[src/rtl/asr_pkg.sv]
// asr_pkg: shared defaults, FSM state type and width helper for the tap sequencer
//   WIDTH_DATA_DEF / N_TAPS_DEF / N_CH_DEF : default parameter values
//   state_t                                : sequencer states IDLE / SWEEP
//   ch_bits(n)                             : channel index width, at least 1 bit
package asr_pkg;
   localparam int WIDTH_DATA_DEF = 8;
   localparam int N_TAPS_DEF = 16;
   localparam int N_CH_DEF = 2;
   typedef enum logic {IDLE = 1'b0, SWEEP = 1'b1} state_t;
   function automatic int ch_bits(input int n);
      return (n > 1) ? $clog2(n) : 1;
   endfunction
endpackage

[src/rtl/asr_bank.sv]
// asr_bank: one channel's circular delay line with a tap read port and a random-access read port
//   clk, clr      : clock, asynchronous active-low reset
//   i_flush       : synchronous clear of storage and write pointer
//   i_we, i_wdata : write newest sample and advance the pointer
//   i_tap_k       : delay k for o_tap_q = x[n-k]
//   i_add, o_q    : delay for o_q = x[n-add], 0 when add >= N_TAPS
module asr_bank
   import asr_pkg::*;
#(
   parameter int WIDTH_DATA = WIDTH_DATA_DEF,
   parameter int N_TAPS = N_TAPS_DEF
) (
   input  logic                        clk,
   input  logic                        clr,
   input  logic                        i_flush,
   input  logic                        i_we,
   input  logic [WIDTH_DATA-1:0]       i_wdata,
   input  logic [$clog2(N_TAPS)-1:0]   i_tap_k,
   output logic [WIDTH_DATA-1:0]       o_tap_q,
   input  logic [$clog2(N_TAPS):0]     i_add,
   output logic [WIDTH_DATA-1:0]       o_q
);
   localparam int AW = $clog2(N_TAPS);
   localparam logic [AW:0] L_N = (AW+1)'(N_TAPS);
   localparam logic [AW:0] L_NM1 = (AW+1)'(N_TAPS - 1);
   localparam logic [AW-1:0] L_LAST = AW'(N_TAPS - 1);
   logic [WIDTH_DATA-1:0] r_mem [N_TAPS];
   logic [AW-1:0]         r_wp;
   logic [AW-1:0]         w_tap_pos;
   logic [AW-1:0]         w_add_pos;
   // Newest sample sits at wp-1; x[n-k] is at (wp-1-k) mod N_TAPS. Adding N_TAPS-1
   // before subtracting keeps the value non-negative and below 2*N_TAPS, so one
   // conditional subtract is a full modulo even for non-power-of-two depths.
   function automatic logic [AW-1:0] slot(input logic [AW-1:0] wp, input logic [AW-1:0] k);
      logic [AW:0] t;
      t = {1'b0, wp} + L_NM1 - {1'b0, k};
      return (t >= L_N) ? AW'(t - L_N) : t[AW-1:0];
   endfunction
   always_comb begin
      w_tap_pos = slot(r_wp, i_tap_k);
      w_add_pos = slot(r_wp, i_add[AW-1:0]);
      o_tap_q = r_mem[w_tap_pos];
      o_q = (i_add >= L_N) ? '0 : r_mem[w_add_pos];
   end
   always_ff @(posedge clk or negedge clr) begin
      if (!clr) begin
         r_wp <= '0;
         for (int i = 0; i < N_TAPS; i++) r_mem[i] <= '0;
      end else if (i_flush) begin
         r_wp <= '0;
         for (int i = 0; i < N_TAPS; i++) r_mem[i] <= '0;
      end else if (i_we) begin
         r_mem[r_wp] <= i_wdata;
         r_wp <= (r_wp == L_LAST) ? '0 : r_wp + AW'(1);
      end
   end
endmodule

[src/rtl/asr_tap_seq.sv]
// asr_tap_seq: multi-channel delay line that sweeps all N_TAPS taps of a channel after each accepted sample
//   clk, clr                    : clock, asynchronous active-low reset
//   in_valid/in_ready/in_ch/in_data : sample input handshake
//   flush                       : synchronous clear of all history and the sweep
//   tap_valid/tap_ready/tap_data/tap_idx/tap_ch/tap_last : tap stream x[n-tap_idx]
//   rd_ch, add, q               : combinational random-access read q = x[n-add]
module asr_tap_seq
   import asr_pkg::*;
#(
   parameter int WIDTH_DATA = WIDTH_DATA_DEF,
   parameter int N_TAPS = N_TAPS_DEF,
   parameter int N_CH = N_CH_DEF
) (
   input  logic                        clk,
   input  logic                        clr,
   input  logic                        in_valid,
   input  logic [ch_bits(N_CH)-1:0]    in_ch,
   input  logic [WIDTH_DATA-1:0]       in_data,
   output logic                        in_ready,
   input  logic                        flush,
   output logic                        tap_valid,
   input  logic                        tap_ready,
   output logic [WIDTH_DATA-1:0]       tap_data,
   output logic [$clog2(N_TAPS)-1:0]   tap_idx,
   output logic [ch_bits(N_CH)-1:0]    tap_ch,
   output logic                        tap_last,
   input  logic [ch_bits(N_CH)-1:0]    rd_ch,
   input  logic [$clog2(N_TAPS):0]     add,
   output logic [WIDTH_DATA-1:0]       q
);
   localparam int CW = ch_bits(N_CH);
   localparam int IW = $clog2(N_TAPS);
   localparam logic [CW:0] L_NCH = (CW+1)'(N_CH);
   localparam logic [IW-1:0] L_LAST = IW'(N_TAPS - 1);
   state_t                r_state;
   state_t                w_next;
   logic [IW-1:0]         r_idx;
   logic [CW-1:0]         r_ch;
   logic                  r_live;
   logic                  w_accept;
   logic                  w_hs;
   logic [N_CH-1:0]       w_we;
   logic [WIDTH_DATA-1:0] w_tap_q [N_CH];
   logic [WIDTH_DATA-1:0] w_rd_q [N_CH];
   for (genvar g = 0; g < N_CH; g++) begin : g_bank
      assign w_we[g] = w_accept & (in_ch == CW'(g));
      asr_bank #(.WIDTH_DATA(WIDTH_DATA), .N_TAPS(N_TAPS)) u_bank (
         .clk     (clk),
         .clr     (clr),
         .i_flush (flush),
         .i_we    (w_we[g]),
         .i_wdata (in_data),
         .i_tap_k (r_idx),
         .o_tap_q (w_tap_q[g]),
         .i_add   (add),
         .o_q     (w_rd_q[g])
      );
   end
   always_ff @(posedge clk or negedge clr) begin
      if (!clr) r_state <= IDLE;
      else r_state <= w_next;
   end
   always_comb begin
      w_next = r_state;
      if (flush) w_next = IDLE;
      else if (r_state == IDLE) w_next = w_accept ? SWEEP : IDLE;
      else w_next = (w_hs && tap_last) ? IDLE : SWEEP;
   end
   // r_live stays low through reset and rises on the first edge after it, so
   // in_ready cannot be seen high while clr is asserted.
   always_comb begin
      in_ready = r_live & (r_state == IDLE) & ~flush;
      tap_valid = (r_state == SWEEP);
      tap_last = tap_valid & (r_idx == L_LAST);
      w_accept = in_valid & in_ready;
      w_hs = tap_valid & tap_ready;
      tap_idx = r_idx;
      tap_ch = r_ch;
      tap_data = ({1'b0, r_ch} < L_NCH) ? w_tap_q[r_ch] : '0;
      q = ({1'b0, rd_ch} < L_NCH) ? w_rd_q[rd_ch] : '0;
   end
   always_ff @(posedge clk or negedge clr) begin
      if (!clr) begin
         r_live <= 1'b0;
         r_idx <= '0;
         r_ch <= '0;
      end else begin
         r_live <= 1'b1;
         if (flush || w_accept) r_idx <= '0;
         else if (w_hs) r_idx <= tap_last ? '0 : r_idx + IW'(1);
         if (w_accept) r_ch <= in_ch;
      end
   end
endmodule

[config.mk]
export PLATFORM = sky130hd
export DESIGN_NAME = asr_tap_seq
export DESIGN_NICKNAME = d
export VERILOG_FILES = /design/src/rtl/asr_pkg.sv /design/src/rtl/asr_bank.sv /design/src/rtl/asr_tap_seq.sv
export SDC_FILE = /design/constraint.sdc
export NUM_CORES = 1
export LEC_CHECK = 0
export CORE_ASPECT_RATIO = 0.6
export CORE_MARGIN = 4
export CORE_UTILIZATION = 55
export CTS_BUF_LIST = sky130_fd_sc_hd__clkbuf_16
export DETAILED_ROUTE_END_ITERATION = 10
export MAX_ROUTING_LAYER = met4
export PLACE_DENSITY = 0.72
export REMOVE_ABC_BUFFERS = 1
export SLEW_MARGIN = 20
export SYNTH_ARGS = -nofsm -noshare
export SYNTH_HDL_FRONTEND = slang
export SYNTH_SLANG_ARGS = --single-unit
export TNS_END_PERCENT = 20
[constraint.sdc]
create_clock -name clk -period 5.2 [get_ports clk]
set_clock_uncertainty 0.15 [all_clocks]
set_input_delay 1.04 -clock clk [delete_from_list [all_inputs] [get_ports clk]]
set_output_delay 1.04 -clock clk [all_outputs]
set_load 0.02 [all_outputs]
==> flow_summary_export.csv, run 1 <==
group,metric,value,unit
status,status,"finished clean",
route,finalWirelength,42.9,mm
route,drt_iter0_markers,1244,
timing,fin_tns_setup,0,ns
route,detail_route.vias_per_cell,6.46,
clock_network,cts.sinks,271,
timing,worst_pin_slew,1.05,ns
clock_network,cts_made_buffers,26,
die,row_count,48,
final_layout,stdcell_area,18300,um^2
yosys,synthTopCellsByArea,"dfrtp_1 42%, mux2i_1 16%, mux4_2 13%, nor2_1 5.8%, mux4_1 5.0%",
power,p_per_area,267,nW/um^2
yosys,yosysMostFrequentCell,"dfrtp_1",
clock_network,clock_latency,0.55,ns
yosys,ys_seq_elements,271,
yosys,netlist_area,16200,um^2
timing,final.period_utilization,99.2,%
critical_path,crit_path_top_delay_cell,"fa_2",
min_path,hp-class,"in2async",
yosys,synth_top_area_share,41.9,%
final_layout,multi_input_area,8980,um^2
critical_path,cp.buffers_inverters,4,
placed_design,place_congestion,0.872,
yosys,async_flop_share,100,%
critical_path,crit_path_start_kind,"primary input",
timing,final_max_slew_viol_count,0,
flow_run,max-cap-violations,0,
global_routing,grt_max_degree,222,
critical_path,timing.critical_path.arrival,3.97,ns
final_layout,seqCellArea,6780,um^2
critical_path,path_depth,11,
yosys,synth.largest_area_cell,"dfrtp_1",
final_layout,diodes,0,
timing,rsz0062_at_grt,"true",
global_routing,grt_first_pass_wirelength,67.6,mm
timing,finalHoldViolCount,0,
critical_path,r2r_cells,6,
critical_path,crit_chain,"dlygate4sd2_1, ha_2, fa_2, xnor2_4, buf_4, bufbuf_16, mux4_4, mux2i_1, mux2_2, a2111oi_2, buf_2",
global_routing,grt_use_total,27.6,%
placed_design,placed_area,17200,um^2
yosys,synth_edf_count,0,
critical_path,r2r_setup_slack,2.55,ns
critical_path,required,4.01,ns
yosys,ys.flop_type,"dfrtp_1",
timing,setup-violations-final,0,
global_routing,gr-total-overflow,0,
critical_path,cp_slowest_stage_delay,0.43,ns
clock_network,cts_tree,"built",
final_layout,fill_cells,2240,
die,initial_core_util,56.0,%
die,pin_count,44,
clock_network,cts.path.max_buffers,3,
route,vias,11500,
placed_design,hpwl,28.9,mm
timing,slew_headroom,30.1,%
critical_path,crit_type,"in2out",
final_layout,drive_gt1_share,18.7,%
die,core_area,28900,um^2
critical_path,path_max_fanout,11,
critical_path,startpoint,"add[0]",
final_layout,area_growth,13.4,%
route,avgRoutedWirePerCell,24.1,um
route,drtAntennaViolNets,0,
route,drc,0,
clock_network,clock-root-buffer,"clkbuf_16",
yosys,postSynthAreaPerCell,12.0,um^2
route,first_pass_iters,5,
global_routing,grt_pass1_vias,11300,
yosys,yosysSeqAreaShare,41.9,%
critical_path,reg2reg_from,"tap_valid",
final_layout,final_util,63.5,%
critical_path,cp-endpoint,"q[7]",
die,die_h,141,um
power,p_leak,0.00964,uW
yosys,ys_types,54,
critical_path,r2r-end,"g_bank[0].u_bank.r_mem[56]",
die,fp.dieArea,32300,um^2
die,die_x,229,um
final_layout,final_nets,1409,
yosys,synth_commonest_cells,"271 x dfrtp_1, 257 x mux2i_1, 248 x nor2_1, 93 x mux4_2, 84 x clkbuf_1",
placed_design,io_buffers,43,
yosys,synth_cells,1343,
timing,max_freq,0.194,GHz
clock_network,clk_transition_reported_paths,0.07,ns
clock_network,htreeDepth,1,
critical_path,end_kind,"primary output",
timing,post-route-min-period,5.16,ns
yosys,ys_warn_count,0,
power,peakVddDrop,265,uV
critical_path,crit_family,"buffers and inverters",
global_routing,antenna_found_initial,0,
cells by family after synthesis:
group / count (synthesis) / synth area share [%]
mux: 401 / 36.3
fa+ha+maj: 27 / 2.27
other cells: 1 / 0.0232
simple gates: 392 / 10.5
compound gates: 103 / 4.02
xor+xnor: 20 / 1.41
flops: 271 / 41.9
buf+inv: 128 / 3.52
through the flow:
stage	hold slack [ns]	total power, uW	cells	setup WS (ns)
6_report	0.363	4890	1782	0.0392
5_1_grt	0.412	5070	1782	-0.0401
4_1_cts	0.392	4920	1782	0.00223
3_5_place_dp	0.384	2810	1730	-0.684
3_3_place_gp	0.370	2810	1730	-0.694
2_1_floorplan	0.348	2470	1231	-1.86
worst min path at each step:
stage                                 from                          end  slack [ns]  cells after the start
2_1_floorplan  g_bank[0].u_bank.r_mem[112]  g_bank[0].u_bank.r_mem[112]        0.35                      2
3_3_place_gp    g_bank[1].u_bank.r_mem[84]   g_bank[1].u_bank.r_mem[84]        0.37                      2
3_5_place_dp   g_bank[1].u_bank.r_mem[113]  g_bank[1].u_bank.r_mem[113]        0.38                      2
4_1_cts                                clr     g_bank[0].u_bank.r_wp[0]        0.39                      1
5_1_grt          g_bank[1].u_bank.r_mem[7]    g_bank[1].u_bank.r_mem[7]        0.41                      2
6_report                               clr   g_bank[0].u_bank.r_mem[70]        0.36                      1
metal layers:
layer	vias to the layer above	global-route usage (%)	share of wire [%]
li1	4955	-	-
met1	5914	42.9	46
met2	583	36.8	42
met3	55	7.59	11
met4	0	4.35	1.6
met5	-	-	0
state kept, by name (all words and copies together) (netlist names):
name / flops
g_bank.u_bank.r_mem: 256
g_bank.u_bank.r_wp: 8
r_live: 1
tap_ch: 1
tap_idx: 4
tap_valid: 1
cells in the final DEF, fill, tap and decap left out, types with 16 or more instances in the layout:
cell type,instances
dfrtp_1,270
mux2i_1,256
nor2_1,248
mux4_2,93
nand3_1,51
buf_4,45
nand2_1,44
a21oi_1,41
mux4_1,31
clkbuf_16,26
clkdlybuf4s50_1,21
o21ai_0,20
inv_1,19
ha_1,17
buf_12,17
nor3b_1,16
timing repair:
item                       4_1_cts  5_1_grt
setup endpoints to repair       16       13
cloned                           1        0
resized for setup               52       17
pin swaps                        4        0
hold buffers                     0        0
buffers inserted                 3        0
area by class of cell:
type,count,area share (%)
well taps,400,2.73
multi-input cells,944,48.9
inverters,16,0.327
repair buffers,103,6.02
clock buffers,26,3.55
clock inverters,22,1.47
flip-flops and latches,271,37.0
power by group:
part	internal [uW]	total (uW)	switching [uW]
clock	1210	2070	856
combinational	288	698	410
sequential	2110	2130	14.4
No activity file was read; power rests on OpenSTA's default activity.
==> run 2: changes to the inputs <==
--- a/config.mk
+++ b/config.mk
@@ -6,7 +6,7 @@
 export NUM_CORES = 1
 export LEC_CHECK = 0
 export CORE_ASPECT_RATIO = 0.6
-export CORE_MARGIN = 4
+export CORE_MARGIN = 2
 export CORE_UTILIZATION = 55
 export CTS_BUF_LIST = sky130_fd_sc_hd__clkbuf_16
 export DETAILED_ROUTE_END_ITERATION = 10
==> run 2 against run 1 <==
  * Wire length is 7.1% higher
  * Utilization shrank 0.46 points
  * Via count rose by 2.9%
  * Highest routed layer unchanged
  * Count of clock-buffer cells in the layout grew 1
  * Sequential power is essentially flat
  * Total power decreased by 3.6%
  * Cell area fell by 0.93%
  * Sequential cell count unchanged
  * Register-to-register slack lost 0.20 ns
==> flow_summary_export.csv, run 2 (synthesis results as in run 1) <==
group,metric,value,unit
die,row_count,48,
route,avgRoutedWirePerCell,26.1,um
power,p_per_area,260,nW/um^2
final_layout,area_growth,12.3,%
die,core_area,28800,um^2
placed_design,hpwl,30.1,mm
clock_network,clock_latency,0.57,ns
final_layout,final_nets,1412,
die,fp.dieArea,30800,um^2
power,clkPwrFrac,40.0,%
timing,finalHoldViolCount,0,
critical_path,crit_path_start_kind,"flop",
power,p_seq_share,45.1,%
critical_path,crit_top_cell,"mux4_2",
clock_network,ctsHoldBuffers,0,
status,status,"finished clean",
clock_network,htreeDepth,1,
route,route.met3.wl,5.79,mm
critical_path,cp.buffers_inverters,4,
timing,final.period_utilization,98.4,%
die,die_x,225,um
route,wl_met1,20.2,mm
timing,fin_ws,0.0819,ns
power,net-switching-power,1330,uW
critical_path,crit_chain,"inv_1, ha_2, fa_2, buf_12, clkbuf_16, mux4_2, mux4_2, a211o_1, dlygate4sd2_1",
timing,worst_pin_slew,1.05,ns
die,initial_core_util,56.1,%
placed_design,io_buffers,43,
final_layout,fin_cells,1758,
timing,setup-violations-final,0,
final_layout,final_common_cell,"dfrtp_1",
final_layout,stdcell_area,18200,um^2
clock_network,cts_made_buffers,27,
placed_design,dp.cells,1707,
placed_design,place_ws,-0.621,ns
route,detail_route.vias_per_cell,6.73,
route,first_pass_iters,5,
power,p_sw_share,28.1,%
power,peakVddDrop,250,uV
timing,post-route-min-period,5.12,ns
critical_path,required,4.01,ns
critical_path,cp_slowest_stage_delay,0.63,ns
power,total_power,4720,uW
die,pin_count,44,
timing,slew_headroom,30.1,%
critical_path,crit_family,"adder cells",
critical_path,end_kind,"primary output",
critical_path,crit_path_top_delay_cell,"fa_2",
global_routing,grt_first_pass_wirelength,70.6,mm
critical_path,r2r_cells,6,
route,drtAntennaViolNets,0,
global_routing,antenna_found_initial,0,
route,finalWirelength,45.9,mm
die,die_h,137,um
route,drt_iter0_markers,1665,
final_layout,largest_reg_flops,256,
placed_design,placed_area,17200,um^2
global_routing,grt_pass1_vias,11600,
global_routing,grt_use_total,31.6,%
critical_path,timing.critical_path.arrival,3.93,ns
route,top_layer,"met4",
clock_network,cts.path.max_buffers,3,
global_routing,grt_max_degree,113,
flow_run,max-cap-violations,0,
power,p_int,3390,uW
final_layout,final_util,63.0,%
clock_network,cts_tree,"built",
min_path,hp-class,"in2async",
placed_design,place_congestion,0.911,
critical_path,reg2reg_from,"tap_valid",
critical_path,path_max_fanout,16,
route,drc,0,
power,power_frac_comb,14.8,%
final_layout,regMostFlops,"g_bank.u_bank.r_mem",
critical_path,r2r-end,"g_bank[1].u_bank.r_mem[38]",
clock_network,cts.sinks,271,
critical_path,r2r_setup_slack,2.35,ns
timing,max_freq,0.195,GHz
route,vias,11800,
critical_path,crit_type,"reg2out",
timing,final_max_slew_viol_count,0,
global_routing,gr-total-overflow,0,
final_layout,diodes,0,
power,p_leak,0.00951,uW
final_layout,drive_gt1_share,18.9,%
final_layout,final_cell_mix,"270 x dfrtp_1, 256 x mux2i_1, 248 x nor2_1",
clock_network,clock-root-buffer,"clkbuf_16",
route,met2_length,19.0,mm
clock_network,clk_transition_reported_paths,0.06,ns
[run 2: worst register-to-register path, cell delays in order, from the launching register on]
cell and delay [ns]:
dfrtp_1 0.47, nand3b_1 0.31, nor3b_2 0.20, buf_4 0.26, nand3_1 0.79, mux2i_1 0.45
nor2_1 0.08
[run 2: worst max-delay path by stage]
| stage | from | to | slack, ns | cells after the start |
|---|---|---|---|---|
| after floorplan | add[0] | q[7] | -1.86 | 7 |
| after global placement | add[0] | q[0] | -0.64 | 11 |
| after global routing | g_bank[1].u_bank.r_wp[0] | tap_data[1] | -0.006 | 9 |
| final | g_bank[1].u_bank.r_wp[0] | tap_data[0] | 0.08 | 9 |
| after detailed placement | add[0] | q[0] | -0.62 | 11 |
| after CTS | g_bank[1].u_bank.r_wp[0] | tap_data[4] | 0.006 | 8 |
[run 2: power groups by stage]
| stage | logic, uW | clock network, uW | registers, uW |
|---|---|---|---|
| floorplan | 304 | 0 | 2170 |
| global placement | 643 | 0 | 2170 |
| detailed placement | 648 | 0 | 2170 |
| CTS | 680 | 1910 | 2130 |
| global route | 737 | 1990 | 2130 |
| finish | 701 | 1890 | 2130 |
[run 2: per-layer routing]
metal  vias to the layer above  GRT usage (%)
li1                       4958              -
met2                       719           41.4
met3                        82           9.77
met5                         -              -
met1                      6076           47.9
met4                         0           7.17
[run 2: cell type report]
type | count | area [um^2]
flip-flops and latches | 271 | 6780
fillers | 2222 | 10700
multi-input cells | 944 | 8990
repair buffers | 105 | 1060
inverters | 16 | 60.1
well taps | 375 | 469
clock inverters | 20 | 144
clock buffers | 27 | 676
[run 2: per-stage QoR]
stage,hold slack [ns],setup TNS [ns]
after detailed placement,0.384,-4.42
after global placement,0.370,-4.40
final,0.344,0
after floorplan,0.348,-13.87
after global routing,0.419,-0.00569
after CTS,0.396,0
[run 2: timing repair]
| item | in CTS | in global routing |
|---|---|---|
| pin swaps | 3 | 1 |
| setup endpoints to repair | 16 | 10 |
| resized for setup | 61 | 10 |
| setup buffers | 2 | 1 |
| gates cloned | 1 | 1 |
==> run 3: changes to the inputs <==
--- a/config.mk
+++ b/config.mk
@@ -17,4 +17,4 @@
 export SYNTH_ARGS = -nofsm -noshare
 export SYNTH_HDL_FRONTEND = slang
 export SYNTH_SLANG_ARGS = --single-unit
-export TNS_END_PERCENT = 20
+export TNS_END_PERCENT = 30
==> results of run 3 <==
The final DEF is identical to that of run 2; final timing and power are the same.
